**src/rtl/video_line_fetch.sv**
```systemverilog
// Scanline prefetch: walks roller RAM, fetches one line of pixel bytes over a
// req/ack memory port into a ping-pong buffer read by the display side.
module video_line_fetch #(
  parameter int BYTES_PER_LINE = 90,
  parameter int ADDR_W         = 17
) (
  input  logic              clk_sys,
  input  logic              reset,
  input  logic              frame_start,
  input  logic              fetch_start,
  input  logic [7:0]        fetch_y,
  input  logic              line_start,
  input  logic [7:0]        roller_ptr,
  input  logic [7:0]        yscroll,
  output logic              mem_req,
  output logic [ADDR_W-1:0] mem_addr,
  input  logic              mem_ack,
  input  logic [7:0]        mem_din,
  input  logic [6:0]        rd_addr,
  output logic [7:0]        rd_data,
  output logic              busy,
  output logic              underrun,
  output logic              overrun
);

  typedef enum logic [1:0] {IDLE, ROLL_LO, ROLL_HI, PIXELS} state_t;

  localparam logic [6:0] LAST = 7'(BYTES_PER_LINE - 1);

  state_t            state, state_next;
  logic [ADDR_W-1:0] roller_base, base_eff;
  logic [ADDR_W-1:0] entry, entry_next;
  logic [ADDR_W-1:0] line_addr, line_addr_next;
  logic [ADDR_W-1:0] mem_addr_next;
  logic [7:0]        lo, lo_next;
  logic [7:0]        scroll_y;
  logic [6:0]        n, n_next;
  logic              mem_req_next, busy_next;
  logic              wr_buf, wr_buf_next, wr_en;
  logic              front;

  logic [7:0] buf0 [BYTES_PER_LINE];
  logic [7:0] buf1 [BYTES_PER_LINE];

  assign scroll_y = fetch_y + yscroll;
  // A frame_start in the same cycle as fetch_start must already take effect.
  assign base_eff = frame_start ? ADDR_W'({roller_ptr, 9'b0}) : roller_base;

  always_comb begin
    state_next     = state;
    entry_next     = entry;
    line_addr_next = line_addr;
    mem_addr_next  = mem_addr;
    mem_req_next   = mem_req;
    busy_next      = busy;
    lo_next        = lo;
    n_next         = n;
    wr_buf_next    = wr_buf;
    wr_en          = 1'b0;
    case (state)
      IDLE: begin
        if (fetch_start) begin
          entry_next    = base_eff + ADDR_W'({scroll_y, 1'b0});
          mem_addr_next = entry_next;
          mem_req_next  = 1'b1;
          busy_next     = 1'b1;
          // Target whichever buffer is back after any simultaneous swap.
          wr_buf_next   = line_start ? front : ~front;
          state_next    = ROLL_LO;
        end
      end
      ROLL_LO: begin
        if (mem_ack) begin
          lo_next       = mem_din;
          mem_addr_next = entry + ADDR_W'(1);
          state_next    = ROLL_HI;
        end
      end
      ROLL_HI: begin
        if (mem_ack) begin
          line_addr_next = ADDR_W'({mem_din, lo[7:3], 1'b0, lo[2:0]});
          mem_addr_next  = line_addr_next;
          n_next         = 7'd0;
          state_next     = PIXELS;
        end
      end
      PIXELS: begin
        if (mem_ack) begin
          wr_en  = 1'b1;
          n_next = n + 7'd1;
          if (n == LAST) begin
            mem_req_next = 1'b0;
            busy_next    = 1'b0;
            state_next   = IDLE;
          end else begin
            mem_addr_next = line_addr + ADDR_W'({n_next, 3'b000});
          end
        end
      end
      default: state_next = IDLE;
    endcase
  end

  always_ff @(posedge clk_sys) begin
    if (reset) begin
      state       <= IDLE;
      entry       <= '0;
      line_addr   <= '0;
      mem_addr    <= '0;
      mem_req     <= 1'b0;
      busy        <= 1'b0;
      lo          <= 8'h00;
      n           <= 7'd0;
      wr_buf      <= 1'b0;
      front       <= 1'b0;
      roller_base <= '0;
      underrun    <= 1'b0;
      overrun     <= 1'b0;
    end else begin
      state       <= state_next;
      entry       <= entry_next;
      line_addr   <= line_addr_next;
      mem_addr    <= mem_addr_next;
      mem_req     <= mem_req_next;
      busy        <= busy_next;
      lo          <= lo_next;
      n           <= n_next;
      wr_buf      <= wr_buf_next;
      front       <= front ^ line_start;
      underrun    <= line_start & busy;
      overrun     <= fetch_start & busy;
      if (frame_start)
        roller_base <= ADDR_W'({roller_ptr, 9'b0});
    end
  end

  // Line storage is never reset; it only becomes meaningful after a fetch.
  always_ff @(posedge clk_sys) begin
    if (wr_en && !reset) begin
      if (wr_buf)
        buf1[n] <= mem_din;
      else
        buf0[n] <= mem_din;
    end
  end

  always_ff @(posedge clk_sys) begin
    if (reset)
      rd_data <= 8'h00;
    else if (rd_addr > LAST)
      rd_data <= 8'h00;
    else
      rd_data <= front ? buf1[rd_addr] : buf0[rd_addr];
  end

endmodule

```
**config.mk**
```make
export PLATFORM = sky130hd
export DESIGN_NAME = video_line_fetch
export DESIGN_NICKNAME = d
export VERILOG_FILES = /design/src/rtl/video_line_fetch.sv
export SDC_FILE = /design/constraint.sdc
export NUM_CORES = 2
export LEC_CHECK = 0
export CAP_MARGIN = 20
export CORE_ASPECT_RATIO = 0.7
export CORE_UTILIZATION = 55
export DETAILED_ROUTE_END_ITERATION = 16
export GPL_ROUTABILITY_DRIVEN = 0
export PLACE_DENSITY = 0.76
export SKIP_LAST_GASP = 1
export SYNTH_ARGS = -nofsm -noshare
export SYNTH_HDL_FRONTEND = slang
export SYNTH_SLANG_ARGS = --single-unit
```
**constraint.sdc**
```tcl
create_clock -name clk_sys -period 9.05 [get_ports clk_sys]
set_clock_uncertainty 0.2 [all_clocks]
set_input_delay 1.81 -clock clk_sys [delete_from_list [all_inputs] [get_ports clk_sys]]
set_output_delay 1.81 -clock clk_sys [all_outputs]
set_load 0.05 [all_outputs]
```
==> results.yml <==
status:
  status: "completed"
detailed_routing:
  ant_nets: 0
  vias_per_cell: 6.67
  drt_iter0_drc: 5115
  wl_per_cell_um: 30.1
  num_vias: 32800
  drcViolationCount: 0
  drt-pass1-iter-count: 6
  finalWirelength_um: 148000
min_path:
  hp-class: "reg2reg"
  min_to: "mem_addr[1]"
  worstHoldStart: "mem_addr[1]"
  whs_path_depth: 2
logic_synthesis:
  synth_area_um2: 61800
  yosys_warnings: 0
  avgSynthCellArea_um2: 18.8
  synth_flop_cell: "edfxtp_1"
  synth_cell_type_count: 74
  yosysSeqAreaShare_pct: 73.1
  synth_edf_count: 1440
  async_flop_share_pct: 0
  synth_nets: 3368
  syn_inst: 3292
  synth_seq_cells: 1537
clock_network:
  clk_path_buf_depth: 3
  cts.htree.levels: 4
  clkSlewWorstSetupHoldPaths_ps: 60
  tritoncts: "yes"
  clkLatencyLatePin_ps: 790
  cts.sinks: 1537
  holdBufCountCts: 0
  postCtsSetupBuffers: 0
  cts-resized-gates: 0
  cts_buffers: 139
  ctsRootBufferMaster: "clkbuf_16"
run:
  drv_cap: 0
global_route:
  grt_max_degree: 104
  track_usage_pct: 26.4
  antenna_found_initial: 6
  grt_overflow: 0
  grt_pass1_wl_um: 217000
  grt_pass1_vias: 31500
floorplan:
  die_h_um: 282
  io_pins: 74
  core_um2: 111000
  die_w_um: 403
  die_area_um2: 114000
  num_rows: 102
  initial_core_util_pct: 55.7
worst_setup_path:
  cp_cell_sequence: "buf_8 > buf_4 > mux2i_1 > o221ai_1 > a21oi_1 > nor3_1 > o21ai_0 > a2111oi_0 > or3_1"
  r2r_end: "buf0[51][2]"
  path_max_fanout: 76
  worstRegToRegCells: 6
  cp-start-kind: "input port"
  cp-end-kind: "flop"
  rrSetupSlack_ps: 4940
  cp_data_required_time_ps: 9580
  critical-path-max-stage-delay_ps: 1020
  reg2reg_from: "state[1]"
  cp_slowest_cell: "a2111oi_0"
  cp_data_arrival_time_ps: 6070
  critical_path_class: "in2reg"
timing:
  hold_viol: 0
  min_period_ps: 5540
  relSlewSlack_pct: 17.8
  finalSetupViolCount: 0
  slew_viol_final: 0
  rsz0062_at_grt: "no"
  period_share_pct: 61.2
  fmax_ghz: 0.181
  worstMarginPinSlew_ps: 1230
  final.setup.tns_ps: 0
pwr:
  p_leak_nw: 21.5
  total_power_mw: 14.9
  power_density_nw_per_um2: 220
  ir_drop_mv: 0.192
final_layout:
  fill_cells: 7669
  layout-drive-gt1-share_pct: 16.2
  nets: 3432
  area_growth_pct: 9.75
placement:
  dpl.hpwl_um: 89300
  port_buffers: 73
## worst max-delay path by stage
stage               start           end  slack [ps]  depth (start not counted)
2_1_floorplan  fetch_y[0]  mem_addr[11]        3970                         13
3_3_place_gp   fetch_y[1]  mem_addr[15]        2980                         15
3_5_place_dp   fetch_y[1]  mem_addr[15]        2990                         15
4_1_cts        fetch_y[1]  mem_addr[15]        3800                         15
5_1_grt        fetch_y[1]  mem_addr[15]        3410                         15
6_report       rd_addr[0]    rd_data[5]        3510                          9
## cell usage in the layout, fill, tap and decap left out, types with 52 or more instances in the layout
cell type           n
clkbuf_16         140
dfxtp_1            97
buf_4              52
mux2i_1           143
mux4_2            285
clkdlybuf4s50_1    60
nand3_1            53
nor2_1            264
nand2_1           150
edfxtp_1         1440
a21oi_1           101
## stage by stage
stage | hold WS, ps | cells | setup WS (ps) | util (%) | cell area [µm²]
after floorplan | 236 | 3292 | 3970 | - | 61800
after global placement | 240 | 4670 | 2980 | 57.2 | 63500
after detailed placement | 250 | 4670 | 2990 | 57.2 | 63500
after CTS | 258 | 4915 | 3800 | 61.1 | 67800
after global routing | 280 | 4916 | 3410 | 61.1 | 67800
final | 254 | 4917 | 3510 | 61.1 | 67800
## cell usage after synthesis (5+ instances only)
cell / n / area share [%]
a32o_1: 6 / 0.097
o22ai_1: 19 / 0.19
mux4_2: 285 / 10
buf_12: 7 / 0.23
and2_1: 9 / 0.091
a21o_1: 10 / 0.12
clkbuf_1: 102 / 0.62
nand2_1: 150 / 0.91
buf_6: 19 / 0.35
a211oi_1: 17 / 0.21
o221ai_1: 40 / 0.57
xor2_1: 15 / 0.21
nand3_1: 53 / 0.43
ha_1: 28 / 0.57
buf_2: 33 / 0.27
xnor2_1: 34 / 0.48
mux2i_1: 143 / 2.3
nand4_1: 8 / 0.081
buf_1: 10 / 0.061
dfxtp_1: 97 / 3.1
and3_1: 18 / 0.18
nor2_1: 265 / 1.6
nand2b_1: 10 / 0.10
o21bai_1: 5 / 0.061
nor4_1: 7 / 0.071
buf_8: 15 / 0.36
or3_1: 6 / 0.061
mux4_1: 50 / 2.1
and4_1: 7 / 0.099
a221oi_1: 36 / 0.51
a32oi_1: 6 / 0.085
inv_1: 17 / 0.10
o21ai_0: 50 / 0.40
a21oi_1: 101 / 0.82
a22oi_1: 25 / 0.30
a2111oi_0: 7 / 0.099
nor3_1: 24 / 0.19
buf_4: 16 / 0.19
a31oi_1: 6 / 0.061
a211o_1: 7 / 0.099
edfxtp_1: 1440 / 70
nor2b_1: 36 / 0.36
## where the power goes
part | internal, mW | switching [mW] | leakage (nW) | total [mW]
Clock | 3.10 | 2.61 | 2.10 | 5.71
Combinational | 0.456 | 0.886 | 5.68 | 1.34
Sequential | 7.83 | 0.0633 | 13.7 | 7.90
## area by class of cell
class	count	area, µm²	share of cell area, %
antenna	1	2.50	0.00369
clock buffer	175	3670	5.42
inverter	19	72.6	0.107
tap	1456	1820	2.69
multi-input combinational	1533	15300	22.5
sequential	1537	45200	66.6
timing repair buffer	126	1180	1.73
clock inverter	70	626	0.922
## routing by layer
layer | vias to the layer above | routed length [µm] | track usage (%)
li1 | 13500 | - | -
met1 | 16900 | 61400 | 41.2
met2 | 2117 | 64000 | 36.7
met3 | 251 | 19300 | 6.91
met4 | 8 | 3370 | 7.60
met5 | - | 55 | 0
## cells by family after synthesis
family	count (synthesis)	share of synthesized area, %
AO/OA/AOI/OAI	365	4.06
flip-flops	1537	73.1
buffers and inverters	222	2.21
AND/OR/NAND/NOR	606	4.38
adder cells (fa/ha/maj)	31	0.664
XOR/XNOR	49	0.694
multiplexers	482	14.9
## state kept, by name, indices dropped and copies added (netlist names), 2 cells and up
signal,cells
buf0,720
buf1,720
entry,17
line_addr,16
lo,8
mem_addr,17
n,7
rd_data,8
roller_base,17
state,2
## critical path: cells and delay by family
family                 cells  cell delay (ps)
multiplexers               1              200
AND/OR/NAND/NOR            2              970
buffers and inverters      2             1270
AO/OA/AOI/OAI              4             1610
Power figures use the tool's default switching activity.
